File: src/rtl/apb_req_arbiter.sv
// Two-requester APB master front end: round-robin grant, IDLE/SETUP/ACCESS bus
// sequencing, address-decoded slave select and a bounded pready wait.
module apb_req_arbiter #(
  parameter int D_WIDTH = 32,
  parameter int SEL_BIT = 31,
  parameter int TIMEOUT = 16
) (
  input  logic                 pclk,
  input  logic                 presetn,
  input  logic [1:0]           req_valid,
  input  logic [2*D_WIDTH-1:0] req_addr,
  input  logic [1:0]           req_write,
  input  logic [2*D_WIDTH-1:0] req_wdata,
  input  logic [7:0]           req_strb,
  input  logic [5:0]           req_prot,
  output logic [1:0]           req_done,
  output logic [D_WIDTH-1:0]   rsp_rdata,
  output logic                 rsp_err,
  output logic [1:0]           psel,
  output logic                 penable,
  output logic [D_WIDTH-1:0]   paddr,
  output logic                 pwrite,
  output logic [D_WIDTH-1:0]   pwdata,
  output logic [3:0]           pstrb,
  output logic [2:0]           pprot,
  input  logic                 pready,
  input  logic [D_WIDTH-1:0]   prdata,
  input  logic                 pslverr
);

  localparam int CW = $clog2(TIMEOUT + 1);

  typedef enum logic [1:0] {IDLE, SETUP, ACCESS} state_t;

  state_t             state;
  logic               last;
  logic               win;
  logic [CW-1:0]      cnt;

  logic               nxt_win;
  logic [D_WIDTH-1:0] sel_addr;
  logic [D_WIDTH-1:0] sel_wdata;
  logic               sel_write;
  logic [3:0]         sel_strb;
  logic [2:0]         sel_prot;

  // Contention goes to the requester not served last; otherwise the lone requester wins.
  always_comb begin
    nxt_win   = (&req_valid) ? ~last : req_valid[1];
    sel_addr  = nxt_win ? req_addr[2*D_WIDTH-1:D_WIDTH]  : req_addr[D_WIDTH-1:0];
    sel_wdata = nxt_win ? req_wdata[2*D_WIDTH-1:D_WIDTH] : req_wdata[D_WIDTH-1:0];
    sel_write = nxt_win ? req_write[1] : req_write[0];
    sel_strb  = nxt_win ? req_strb[7:4] : req_strb[3:0];
    sel_prot  = nxt_win ? req_prot[5:3] : req_prot[2:0];
  end

  always_ff @(posedge pclk or negedge presetn) begin
    if (!presetn) begin
      state     <= IDLE;
      last      <= 1'b1;
      win       <= 1'b0;
      cnt       <= '0;
      req_done  <= '0;
      rsp_rdata <= '0;
      rsp_err   <= 1'b0;
      psel      <= '0;
      penable   <= 1'b0;
      paddr     <= '0;
      pwrite    <= 1'b0;
      pwdata    <= '0;
      pstrb     <= '0;
      pprot     <= '0;
    end else begin
      req_done <= '0;
      case (state)
        IDLE: begin
          if (|req_valid) begin
            win    <= nxt_win;
            last   <= nxt_win;
            paddr  <= sel_addr;
            pwrite <= sel_write;
            pwdata <= sel_wdata;
            pstrb  <= sel_write ? sel_strb : '0;
            pprot  <= sel_prot;
            psel   <= sel_addr[SEL_BIT] ? 2'b10 : 2'b01;
            state  <= SETUP;
          end
        end
        SETUP: begin
          penable <= 1'b1;
          cnt     <= '0;
          state   <= ACCESS;
        end
        ACCESS: begin
          // cnt counts wait cycles already spent; the TIMEOUT-th low-pready cycle completes with error.
          if (pready || cnt == CW'(TIMEOUT - 1)) begin
            req_done  <= win ? 2'b10 : 2'b01;
            rsp_err   <= pready ? pslverr : 1'b1;
            rsp_rdata <= (pready && !pwrite) ? prdata : '0;
            psel      <= '0;
            penable   <= 1'b0;
            state     <= IDLE;
          end else begin
            cnt <= cnt + 1'b1;
          end
        end
        default: state <= IDLE;
      endcase
    end
  end

endmodule

File: config.mk
export PLATFORM = sky130hd
export DESIGN_NAME = apb_req_arbiter
export DESIGN_NICKNAME = d
export VERILOG_FILES = /design/src/rtl/apb_req_arbiter.sv
export SDC_FILE = /design/constraint.sdc
export NUM_CORES = 1
export LEC_CHECK = 0
export CAP_MARGIN = 20
export CORE_UTILIZATION = 36
export DETAILED_ROUTE_END_ITERATION = 10
export PLACE_DENSITY = 0.8
export SETUP_SLACK_MARGIN = 0.05
export SLEW_MARGIN = 0
export SYNTH_ARGS = -nofsm -noshare
export SYNTH_HDL_FRONTEND = slang
export SYNTH_SLANG_ARGS = --single-unit
File: constraint.sdc
create_clock -name pclk -period 1.7 [get_ports pclk]
set_input_delay 0.17 -clock pclk [delete_from_list [all_inputs] [get_ports pclk]]
set_output_delay 0.17 -clock pclk [all_outputs]
set_load 0.05 [all_outputs]
# Yosys cells after proc, flatten, opt, wreduce, memory -nomap -nowiden
# Index checks and enable logic that the tools add are counted.
op_classes:
  n_addsub: 1
  n_eq_ne: 6
  muxes: 22
  bitwise: 1
  n_reduce_logical: 14
ops:
  columns: ["cell", "count"]
  rows:
  - ["32-bit two-way mux", 3]
  - ["2-bit two-way mux", 7]
  - ["2-bit AND reduction", 6]
  - ["5-bit case mux with 2 select lines", 1]
  - ["4-bit two-way mux", 2]
  - ["2-bit != test, second input constant", 3]
  - ["2-bit case mux with 3 select lines", 1]
  - ["5-bit by 1-bit adder with 5-bit output, second input constant", 1]
  - ["5-bit by 4-bit equality test with 1-bit output, second input constant", 1]
  - ["5-bit two-way mux", 1]
  - ["1-bit two-way mux", 4]
  - ["2-bit case mux with 2 select lines", 1]
  - ["2-bit nonzero test", 2]
  - ["3-bit two-way mux", 1]
  - ["3-bit AND reduction", 1]
  - ["2-bit by 1-bit equality test with 1-bit output, second input constant", 1]
  - ["2-bit equality test, second input constant", 1]
  - ["2-bit zero test", 1]
  - ["1-bit case mux with 2 select lines", 1]
  - ["2-bit OR reduction", 1]
  - ["1-bit logical AND", 1]
  - ["1-bit zero test", 1]
  - ["1-bit logical OR", 1]
  - ["1-bit inverter", 1]
totals:
  regBits: 119
  inputBits: 182
  out_inout_bits: 110
  wordCells: 58

# Depth between registers and ports, before layout
# Gate-level depths: netlist of the first run.
logic_depth:
  ltp_word: 6
  mapped_depth: 8
  mapped_depth_nobuf: 6

# Worst setup path before layout of the first run
# OpenSTA, ideal clock, no wires.
synth_path:
  path_type: "register -> register"
  start: "register cnt[0]"
  end: "register cnt[3]"
  setup_ns: 0.129
  arrival_ns: 1.649
  t_required_ns: 1.571
  setup_slack_ns: -0.078
  stages_incl_launch_ff: 7
  n_path_buf: 0
  period_less_slack_ns: 1.778
  path_cell_list: "dfrtp_1 -> ha_1 -> and3_1 -> ha_1 -> or3_1 -> o211ai_1 -> o31ai_1"
synth_between:
  elab_chain_cells: 4
  elab_cells_between_ends: 7
  cone_classes: "add/sub: 1; eq/ne: 2; mux: 2; reduce/logical: 2"
synth_rtl:
  columns: ["item", "line", "rtl"]
  rows:
  - ["start: declaration", "38", "logic [CW-1:0] cnt;"]
  - ["start signal: assignment", "104", "cnt <= cnt + 1'b1;"]
  - ["parallel branches: the longest is 4 deep, another holds 5-bit by 1-bit adder with 5-bit output", null, null]
# Parallel ways; which one is timed is not known. The select of a mux whose other input is x is not followed.
# A chain may end at the register's enable or synchronous reset.

# Worst setup path in the final report of the first run
layout_path:
  start: "register cnt[0]"
  end: "register rsp_rdata[7]"
layout_between:
  elab_chain_cells: 3
layout_rtl:
  columns: ["item", "line", "rtl"]
  rows:
  - ["5-bit by 4-bit equality test with 1-bit output", "96", "if (pready || cnt == CW'(TIMEOUT - 1)) begin"]
  - ["1-bit logical OR", "96", null]
  - ["2-bit AND reduction (no line)", null, null]
  - ["end signal: assignment", "99", "rsp_rdata <= (pready && !pwrite) ? prdata : '0;"]
  - ["end: declaration", "17", "output logic [D_WIDTH-1:0] rsp_rdata,"]
# No other way between the ends.

==> qor.csv, run 1 <==
stage,metric,value,unit
synth,async_flop_share,100,%
final_layout,drive_gt1_share,19.4,%
timing,layout_min_cycle_time,1.67,ns
final_layout,syn_to_final_growth,71.7,%
global_route,grt_overflow,0,
timing,finalClockSkew,0.0101,ns
final_layout,stdcell_count,1025,
cts,clock_latency,0.42,ns
floorplan,initial_core_util,37.2,%
cts,cts_tree,yes,
power,netSwitchingPower,0.00924,W
timing,relSlewSlack,65.2,%
power,pwr-share-seq,25.5,%
synth,synth_enable_flop_cells,0,
global_route,grt_max_degree,66,
power,internal_power,0.00971,W
setup_path,required,1.99,ns
synth,netlist.area_leader.share,54.0,%
floorplan,die_x,125,um
final_layout,fillCellCount,1242,
power,p_comb_share,55.3,%
detailed_routing,routed_wl,18400,um
floorplan,core_area,14700,um^2
synth,avgSynthCellArea,10.3,um^2
global_route,grt_pass1_wl,27900,um
detailed_routing,dr.pass1.iters,7,
outcome,status,"complete, but fails checks",
setup_path,crit_path_end_kind,flip-flop,
power,p_clk_share,19.2,%
min_path,hold_class,primary input to flip-flop,
timing,rsz0062_at_grt,true,
detailed_routing,wl_per_cell,17.9,um
final_layout,finalNetCount,1013,
setup_path,worstPathMaxFanout,8,
setup_path,arrival,1.96,ns
timing,fmax,599,MHz
final_layout,antenna_cells,0,
synth,synth_cells,532,
global_route,grt_use_total,23.0,%
timing,worstMarginPinSlew,0.525,ns
power,swShare,48.8,%
power,ir_worst_vdd,1190,uV
setup_path,cpPeakStageDelay,0.38,ns
cts,cts_buffer_depth,2,
floorplan,dieArea,15700,um^2
synth,ys_top_cells_by_count,"132 x o21ai_1, 118 x dfrtp_1, 71 x o21ai_0, 69 x mux2i_1, 39 x nand2_1",
outcome,violations,DRC,
detailed_routing,vias,5348,
setup_path,crit_family,simple AND/OR/NAND/NOR gates,
synth,synth_warnings,0,
setup_path,startpoint_type,flip-flop,
timing,period_share,98.3,%
detailed_routing,via_per_inst,5.22,
timing,maxSlewViolCount,0,
job,max_cap_violations,0,
cts,cts.sink_count,119,
setup_path,cp_cell_sequence,"ha_2, and3_4, ha_4, nor2_4, or2_4, clkbuf_16, o21ai_2",
setup_path,cp_slowest_cell,dfrtp_1,
place,place_worst_setup_slack,0.00796,ns
setup_path,critPathBufInv,1,
global_route,antenna_found_initial,0,
floorplan,ios,292,
timing,worst_slack,0.0292,ns
synth,synthFlopType,dfrtp_1,
cts,ctsHtreeMaxLevel,4,
timing,setup_viol,0,
timing,finalHoldViolCount,0,
timing,whs,0.320,ns
detailed_routing,drc_errors,20,
cts,root_buffer,clkbuf_16,
setup_path,crit_type,flip-flop to flip-flop,
synth,synth_seq_cells,119,
synth,ys_top_cells_by_area,"dfrtp_1 54%, mux2i_1 13%, o21ai_1 12%",
place,dp_cells,987,
cts,path_clk_slew,0.05,ns
floorplan,die_h,125,um
place,io_buffers,291,
floorplan,num_rows,44,
synth,ys_seq_area_share,54.4,%
cts,numCtsBuffers,17,
detailed_routing,drt-initial-drc-count,284,
synth,netlist_area,5470,um^2
synth,yosysTopAreaCell,dfrtp_1,
detailed_routing,ant_nets,0,
synth,syn-num-nets,716,
place,place_congestion,0.764,
power,p_per_area,2020,nW/um^2
place,dp_hpwl,12700,um
synth,yosysMostFrequentCell,o21ai_1,
synth,yosysUniqueCellTypes,39,
global_route,grt_pass1_vias,5303,
power,leakage,4.37,nW
## final timing paths
kind / from / end / slack (ns) / cells after the start
worst max-delay path: cnt[0] / rsp_rdata[7] / 0.03 / 7
worst min-delay path: prdata[21] / rsp_rdata[21] / 0.32 / 3
worst max register to register: cnt[0] / rsp_rdata[7] / 0.03 / 7
worst min register to register: win / req_done[0] / 0.45 / 1
max in group asynchronous: presetn / state[0] / 1.01 / 3
min in group asynchronous: presetn / paddr[12] / 0.35 / 3
## logic make-up after synthesis
group           synth area share (%)
fa+ha+maj                      0.457
mux                             12.6
flops                           54.4
simple gates                    5.10
compound gates                  22.0
buf+inv                         5.42
## worst register-to-register path: cells and delay by family (launching register included)
kind / cells / cell delay [ns]
buffers and inverters: 1 / 0.19
adders and majority gates: 2 / 0.37
and+or+nand+nor: 3 / 0.56
DFF: 1 / 0.38
AOI/OAI and AO/OA: 1 / 0.06
## power by group through the flow
stage	combinational (W)	sequential, W	clock (W)
finish	0.0105	0.00482	0.00364
global route	0.0110	0.00500	0.00383
CTS	0.0102	0.00481	0.00370
detailed placement	0.0106	0.00485	0
global placement	0.0105	0.00482	0
floorplan	0.00258	0.00901	0
## per-stage QoR
step	area (um^2)	utilization [%]	power [W]	setup TNS, ns
after floorplan	5500	-	0.0116	0
after global placement	8620	58.6	0.0153	0
after detailed placement	8620	58.6	0.0155	0
after CTS	9160	62.3	0.0187	0
after global routing	9390	63.9	0.0199	-0.106
final	9390	63.9	0.0189	0
## cell type report
type                            count  area, um^2  area share, %
Sequential cell                   119        2980           31.7
Multi-Input combinational cell    357        2390           25.5
Inverter                            8        30.0          0.320
Clock buffer                       18         439           4.68
Tap cell                          184         230           2.45
Clock inverter                     13         156           1.66
Timing Repair Buffer              326        3160           33.7
## registers in the layout, summed over array words and instances, names as in the netlist
register / count
pprot: 3
pstrb: 4
cnt: 5
rsp_rdata: 32
state: 2
paddr: 32
pwdata: 32
penable: 1
req_done: 2
rsp_err: 1
pwrite: 1
win: 1
last: 1
psel: 2
## metal layers
layer / vias up / global-route usage [%] / share of wire, %
met3: 30 / 8.22 / 8.1
met5: - / 0 / 0
met4: 0 / 8.39 / 2.3
met1: 2572 / 26.7 / 38
met2: 241 / 39.3 / 51
li1: 2505 / - / -
## cells in the final DEF, fill, tap and decap left out, types with 2 or more instances in the layout
master,instances
nand4_1,2
nor2_1,3
a21oi_1,2
nand3_1,2
o21ai_2,31
bufinv_16,3
buf_12,11
a22o_1,3
a221o_1,4
dfrtp_1,117
nor2_4,3
o31ai_1,2
o2bb2ai_1,2
clkdlybuf4s50_1,180
clkinv_2,4
clkbuf_16,19
nor3_1,2
inv_1,7
buf_4,67
nand2_1,39
o21ai_1,100
nand2b_1,2
dlygate4sd2_1,63
o21ai_4,2
mux2i_1,69
nor3_2,2
o21ai_0,71
clkinvlp_4,5
## what timing repair did
| action | 4_1_cts | 5_1_grt |
|---|---|---|
| hold buffers | 1 | 0 |
| setup endpoints to repair | 86 | 29 |
| resized for setup | 66 | 40 |
| pin swaps | 1 | 39 |
| gates cloned | 0 | 3 |
| setup buffers | 0 | 3 |
| hold endpoints to repair | 118 | 0 |
Note: power is estimated with default switching activity, not from simulation.
==> inputs of run 2 (changes only) <==
- CORE_ASPECT_RATIO: default -> 1.2
==> run 2 against run 1 <==
Compared with the run above: the flow now finishes without violations; sequential share of layout area is 0.38 points higher; flip-flop and latch count stayed put; combinational power is 4% lower; hold slack worse by 0.21 ns; global-route usage is 0.88 points lower; worst setup slack worse by 0.015 ns; design area is 1.2% lower; routed wire length is 7.2% lower; largest power group unchanged.
==> qor.csv, run 2 (same netlist as run 1, synthesis figures left out) <==
stage,metric,value,unit
detailed_routing,routed_wl,17100,um
final_layout,drive_gt1_share,14.2,%
job,max_cap_violations,0,
place,placed_area,8690,um^2
floorplan,num_rows,49,
timing,fmax,593,MHz
detailed_routing,via_per_inst,5.04,
final_layout,stdcell_count,1042,
final_layout,finalNetCount,1009,
outcome,status,"finished, final reports clean",
global_route,grt_pass1_wl,26500,um
detailed_routing,drc_errors,0,
place,io_buffers,291,
cts,path_clk_slew,0.05,ns
power,ir_worst_vdd,973,uV
detailed_routing,dr.pass1.iters,4,
timing,relSlewSlack,65.2,%
global_route,grt_overflow,0,
timing,period_share,99.2,%
setup_path,crit_path_end_kind,flip-flop,
floorplan,core_area,14900,um^2
floorplan,die_h,137,um
cts,cts.sink_count,119,
timing,rsz0062_at_grt,true,
floorplan,die_x,115,um
timing,layout_min_cycle_time,1.69,ns
floorplan,initial_core_util,36.7,%
detailed_routing,drt-initial-drc-count,318,
detailed_routing,wl_per_cell,16.4,um
timing,worstMarginPinSlew,0.524,ns
setup_path,rrSetupSlack,0.01,ns
power,finalPower,0.0186,W
place,place_congestion,0.796,
timing,maxSlewViolCount,0,
detailed_routing,ant_nets,0,
final_layout,reg.largest.list,"paddr x32, pwdata x32, rsp_rdata x32",
power,leakage,4.32,nW
global_route,grt_use_total,22.2,%
setup_path,worstPathMaxFanout,5,
setup_path,startpoint_type,flip-flop,
floorplan,ios,292,
final_layout,layout_commonest_cell,clkdlybuf4s50_1,
timing,setup_viol,0,
cts,clock_latency,0.41,ns
global_route,grt_max_degree,70,
cts,numCtsBuffers,17,
timing,whs,0.108,ns
final_layout,multi_input_area,2260,um^2
final_layout,fillCellCount,1269,
final_layout,final_core_util,62.3,%
cts,ctsHtreeMaxLevel,4,
global_route,antenna_found_initial,1,
power,p_per_area,2000,nW/um^2
cts,cts_buffer_depth,2,
place,dp_cells,1006,
place,dp_hpwl,12400,um
final_layout,syn_to_final_growth,69.6,%
min_path,hold_class,primary input to asynchronous set/reset pin,
setup_path,crit_type,flip-flop to flip-flop,
setup_path,arrival,1.97,ns
cts,cts_tree,yes,
final_layout,final_cell_mix,"180 x clkdlybuf4s50_1, 133 x o21ai_1, 118 x dfrtp_1",
final_layout,fin_area,9280,um^2
final_layout,regArea,2980,um^2
detailed_routing,vias,5251,
floorplan,dieArea,15700,um^2
timing,finalHoldViolCount,0,
global_route,grt_pass1_vias,5177,
timing,finalClockSkew,0.00667,ns
setup_path,required,1.98,ns
cts,root_buffer,clkbuf_16,
run 2: metal layers:
metal | wire, um | share of wire [%] | vias up | track usage [%]
li1 | - | - | 2496 | -
met1 | 6580 | 39 | 2487 | 25.8
met2 | 8800 | 52 | 242 | 38.4
met3 | 1380 | 8.1 | 26 | 7.04
met4 | 299 | 1.8 | 0 | 7.72
met5 | 0 | 0 | - | 0
run 2: where the power goes:
group          switching [W]  internal (W)  total, W
clock network        0.00124       0.00241   0.00366
logic                0.00701       0.00312    0.0101
registers           0.000677       0.00414   0.00481
run 2: what timing repair did:
item / CTS / global route
hold buffers: 1 / 0
endpoints found under the setup margin: 95 / 39
buffers inserted: 1 / 1
hold endpoints to repair: 118 / 0
pin swaps: 4 / 1
cloned: 0 / 1
resized for setup: 70 / 6
run 2: cell type report:
cell class                 count  area share, %
inverter                       8          0.324
clock inverter                 7          0.971
timing repair buffer         322           33.9
tap                          204           2.75
clock buffer                  24           5.62
multi-input combinational    357           24.3
sequential                   119           32.1
antenna                        1         0.0270
run 2: through the flow:
step,setup TNS (ns),setup slack (ns)
finish,0,0.0143
global route,-0.106,-0.0822
CTS,0,0.00277
detailed placement,-0.0102,-0.0102
global placement,0,0.0363
floorplan,0,0.0539
run 2: final timing paths:
check / from / to / depth (start not counted)
worst max-delay path: cnt[0] / cnt[3] / 6
worst min-delay path: presetn / rsp_rdata[26] / 2
worst max register to register: cnt[0] / cnt[3] / 6
worst min register to register: win / req_done[0] / 1
max in group asynchronous: presetn / last / 3
min in group pclk: prdata[22] / rsp_rdata[22] / 3
run 2: worst max-delay path: stages (launching register included):
cell      delay [ns]
dfrtp_1         0.38
ha_2            0.19
and3_4          0.15
ha_4            0.17
or3_4           0.40
o211ai_1        0.18
o31ai_1         0.09
==> inputs of run 3 (changes only) <==
- TNS_END_PERCENT: default -> 50
==> run 3 against run 2 <==
Compared with the run above: sequential power up 1%; highest routed layer unchanged; final cell count increased by 0.38%; combinational power increased by 5%; design area is 3.0% higher; the run now ends with setup timing left; routed wire length up 7.3%; via count up 2.0%; flip-flop and latch count stayed put; total power up 2.7%; clock-buffer cell count did not move; critical path depth stayed put; register-to-register slack lost 0.02 ns.
==> qor.csv, run 3 (same netlist as run 1, synthesis figures left out) <==
stage,metric,value,unit
outcome,status,"complete, but fails checks",
timing,worst_slack,-0.00427,ns
setup_path,r2r-end,cnt[3],
setup_path,required,1.99,ns
cts,cts_buffer_depth,2,
timing,rsz0062_at_grt,true,
timing,relSlewSlack,64.4,%
global_route,grt_max_degree,70,
final_layout,final_cell_mix,"180 x clkdlybuf4s50_1, 118 x dfrtp_1, 92 x o21ai_1",
setup_path,rrSetupSlack,-0.004,ns
cts,clock_latency,0.41,ns
detailed_routing,wl_per_cell,17.5,um
setup_path,rr_worst_depth,6,
cts,path_clk_slew,0.05,ns
place,place_worst_setup_slack,-0.0102,ns
floorplan,core_area,14900,um^2
global_route,grt_pass1_vias,5177,
timing,maxSlewViolCount,0,
power,p_per_area,2000,nW/um^2
floorplan,ios,292,
cts,cts_tree,yes,
job,max_cap_violations,0,
setup_path,crit_type,flip-flop to flip-flop,
timing,fmax,587,MHz
setup_path,startpoint_type,flip-flop,
global_route,antenna_found_initial,1,
timing,period_share,100,%
timing,setup_viol,1,
place,place_congestion,0.796,
timing,tns,-0.00427,ns
timing,finalHoldViolCount,0,
final_layout,reg.largest.list,"paddr x32, pwdata x32, rsp_rdata x32",
detailed_routing,drc_errors,0,
global_route,met1_usage,25.8,%
setup_path,crit_path_end_kind,flip-flop,
final_layout,fillCellCount,1207,
cts,root_buffer,clkbuf_16,
global_route,grt_overflow,0,
place,placed_area,8690,um^2
final_layout,finalNetCount,1013,
cts,numCtsBuffers,17,
final_layout,regArea,2980,um^2
floorplan,initial_core_util,36.7,%
detailed_routing,ant_nets,0,
global_route,met3_usage,7.04,%
detailed_routing,via_per_inst,5.12,
final_layout,syn_to_final_growth,74.7,%
global_route,grt_pass1_wl,26500,um
floorplan,num_rows,49,
floorplan,die_h,137,um
timing,worstMarginPinSlew,0.537,ns
outcome,violations,setup timing,
setup_path,worstPathMaxFanout,5,
setup_path,timing.rr.start,cnt[1],
timing,layout_min_cycle_time,1.70,ns
power,leakage,4.44,nW
power,ir_worst_vdd,974,uV
detailed_routing,dr.pass1.iters,5,
detailed_routing,drt-initial-drc-count,272,
timing,finalClockSkew,0.00666,ns
final_layout,fin_area,9560,um^2
detailed_routing,vias,5357,
global_route,grt_use_total,22.1,%
place,dp_hpwl,12400,um
final_layout,drive_gt1_share,19.7,%
final_layout,multi_input_area,2440,um^2
min_path,hold_class,primary input to asynchronous set/reset pin,
power,finalPower,0.0191,W
detailed_routing,routed_wl,18300,um
global_route,met2_usage,38.3,%
final_layout,layout_commonest_cell,clkdlybuf4s50_1,
global_route,top_usage_layer,met2,
cts,cts.sink_count,119,
cts,ctsHtreeMaxLevel,4,
place,io_buffers,291,
floorplan,dieArea,15700,um^2
floorplan,die_x,115,um
setup_path,arrival,1.99,ns
## run 3: cell count changes in the layout (fill, tap and decap cells not counted), moves of 2 or more
cell	change
o21ai_2	+39
buf_6	+2
o21ai_1	-41
clkbuf_16	+3
buf_4	-2
o21ai_4	+3
## run 3: area by class of cell
| class | instances | share of cell area, % |
|---|---|---|
| well taps | 204 | 2.67 |
| flip-flops and latches | 119 | 31.2 |
| repair buffers | 326 | 33.9 |
| multi-input cells | 357 | 25.5 |
| diodes | 1 | 0.0262 |
| clock buffers | 24 | 5.46 |
| inverters | 8 | 0.314 |
| clock inverters | 7 | 0.942 |
## run 3: critical path: stages, from the launching register on
cell	delay [ns]
dfrtp_1	0.38
ha_2	0.20
and3_4	0.16
ha_4	0.17
or3_4	0.40
o211ai_1	0.18
o31ai_1	0.09
## run 3: power by group
part	internal [W]	total [W]	switching (W)
Combinational	0.00330	0.0106	0.00726
Clock	0.00241	0.00368	0.00127
Sequential	0.00414	0.00488	0.000741
## run 3: stage by stage
| step | hold WS, ns | cells | utilization, % |
|---|---|---|---|
| finish | 0.108 | 1046 | 64.2 |
| global route | 0.103 | 1045 | 64.2 |
| CTS | 0.0839 | 1038 | 61.9 |
| detailed placement | -0.0172 | 1006 | 58.3 |
| global placement | -0.0180 | 1006 | 58.3 |
| floorplan | -0.126 | 532 | - |
## run 3: repair_timing
item	4_1_cts	5_1_grt
setup buffers	0	1
endpoints found under the hold margin	118	0
gates resized for setup	70	55
cloned	0	6
endpoints found under the setup margin	95	40
hold buffers	1	0
pin swaps	1	30
## run 3: worst max path at each step
stage,endpoint,slack [ns],cells after the start,start
finish,cnt[3],-0.004,6,cnt[1]
global route,cnt[3],-0.10,6,cnt[1]
CTS,cnt[3],0.0005,6,cnt[1]
detailed placement,cnt[3],-0.01,6,cnt[1]
global placement,cnt[3],0.04,6,cnt[1]
floorplan,cnt[3],0.05,6,cnt[0]
## run 3: routing by layer
metal  up-vias  wire length [um]
met1      2576              6810
li1       2508                 -
met3        32              1340
met2       241              9770
met4         0               384
met5         -                 0
==> RTL change (settings of run 1) <==
The parameter `TIMEOUT` goes from 16 to 32.
--- a/src/rtl/apb_req_arbiter.sv
+++ b/src/rtl/apb_req_arbiter.sv
@@ -3,7 +3,7 @@
 module apb_req_arbiter #(
   parameter int D_WIDTH = 32,
   parameter int SEL_BIT = 31,
-  parameter int TIMEOUT = 16
+  parameter int TIMEOUT = 32
 ) (
   input  logic                 pclk,
   input  logic                 presetn,
Function: no difference found for any inputs over 4 cycles, from zero or initial values and one cycle with presetn low; that may be too few to reach the edited logic, so the function may still have changed.
==> RTL change against run 1 <==
Critical path type unchanged; final area down 5.2%; total power decreased by 2.3%; area after synthesis is 4.5% lower; routed wire length down 11%; sequential share of layout area grew 2.0 points; worst setup slack better by 0.090 ns; sequential cell count is 1 higher.
==> RTL change: results (changes against run 1) <==
| Metric | Reported | Unit | Delta |
|---|---|---|---|
| Result of the run | finished, final reports clean | - | was complete, but fails checks |
| CTS-repair resized insts | 58 | - | was 66 |
| Placement Rows | 43 | - | was 44 |
| Synthesized Nets | 726 | - | was 716 |
| Placer congestion estimate | 0.7871 | - | was 0.7644 |
| Area used by multi-input combinational logic | 1988 | sq um | was 2395 sq um |
| Wire length reported by the detailed router | 16,320 | um | was 18,380 um |
| Multi-input comb cells | 380 | - | was 357 |
| Top delay family on crit path | flip-flops | - | was simple AND/OR/NAND/NOR gates |
| Fraction of area in clock buffers and inverters | 7.219 | % | was 6.340% |
| Critical-path maximum fanout | 27 | - | was 8 |
| Met1 usage in global routing | 24.46 | % | was 26.67% |
| Fraction of met3 tracks used by global routing | 8.086 | % | was 8.216% |
| Clk. pwr | 0.00391 | W | was 0.00364 W |
| Relative contribution of combinational cells to total power | 52.4 | % | was 55.3% |
| Global-route met2 utilization | 38.27 | % | was 39.30% |
| IR drop worst, VDD | 1.044 | mV | was 1.185 mV |
| Seq_cells | 120 | - | was 119 |
| Number of iterations in the first detailed-routing pass | 6 | - | was 7 |
| Total met3 wirelength after detailed routing | 1401 | um | was 1481 um |
| Final standard cell utilization of the core | 63.44 | % | was 63.91% |
| Data arrival time of the critical path | 1.87 | ns | was 1.96 ns |
| Fraction of final layout cells sized beyond drive strength 1 | 14.57 | % | was 19.38% |
| Standard cell area after detailed placement | 8304 | sq um | was 8616 sq um |
| Sw Ratio | 47.03 | % | was 48.75% |
| Initial DRC Count | 244 | - | was 284 |
| Share of cell area taken by flip-flops and latches | 33.72 | % | was 31.73% |
| Sum of net half-perimeters after detailed placement | 12,040 | um | was 12,670 um |
| Non-clk buf share | 34.06 | % | was 33.67% |
| Vias in the first global route | 5,106 | - | was 5,303 |
| Largest net degree at the start of global routing | 65 | - | was 66 |
| Met1 wire length | 6279 | um | was 7040 um |
| Post-layout nets | 1,021 | - | was 1,013 |
| Worst slew margin | 65.08 | % | was 65.16% |
| Non-clk invs | 3 | - | was 8 |
| Per-cell routed wire length | 15.82 | um | was 17.93 um |
| Fill cell total of the finished layout | 1,174 | - | was 1,242 |
| Hold/Removal Path Class | input port to asynchronous set/reset pin | - | was input port to flip-flop |
| Repair and plain buffers | 316 | - | was 326 |
| GRT Overall Usage | 22.33 | % | was 23.05% |
| Synthesized area per cell | 9.629 | sq um | was 10.29 sq um |
| Final clock skew | 0.005075 | ns | was 0.01011 ns |
## RTL change: logic make-up (layout without fill, tap and decap cells)
group                    Yosys count  in the layout  share of synthesized area (%)
AO/OA/AOI/OAI                    136            136                          18.47
adder cells (fa/ha/maj)            1              1                         0.2393
flip-flops                       120            120                          57.45
AND/OR/NAND/NOR                  243            243                          18.98
buffers and inverters             43            351                          4.858
## RTL change: path summary, 6_finish.rpt
path | startpoint | endpoint | slack (ns) | depth (start not counted)
max | cnt[1]$_DFFE_PN0P_ | rsp_rdata[20]$_DFFE_PN0P_ | 0.12 | 6
min | presetn | pwdata[12]$_DFFE_PN0P_ | 0.23 | 2
max reg2reg | cnt[1]$_DFFE_PN0P_ | rsp_rdata[20]$_DFFE_PN0P_ | 0.12 | 6
min reg2reg | pstrb[3]$_DFFE_PN0P_ | pstrb[3]$_DFFE_PN0P_ | 0.49 | 2
max in group asynchronous | presetn | last$_DFFE_PN1P_ | 0.88 | 3
min in group pclk | req_addr[39] | paddr[7]$_DFFE_PN0P_ | 0.31 | 3
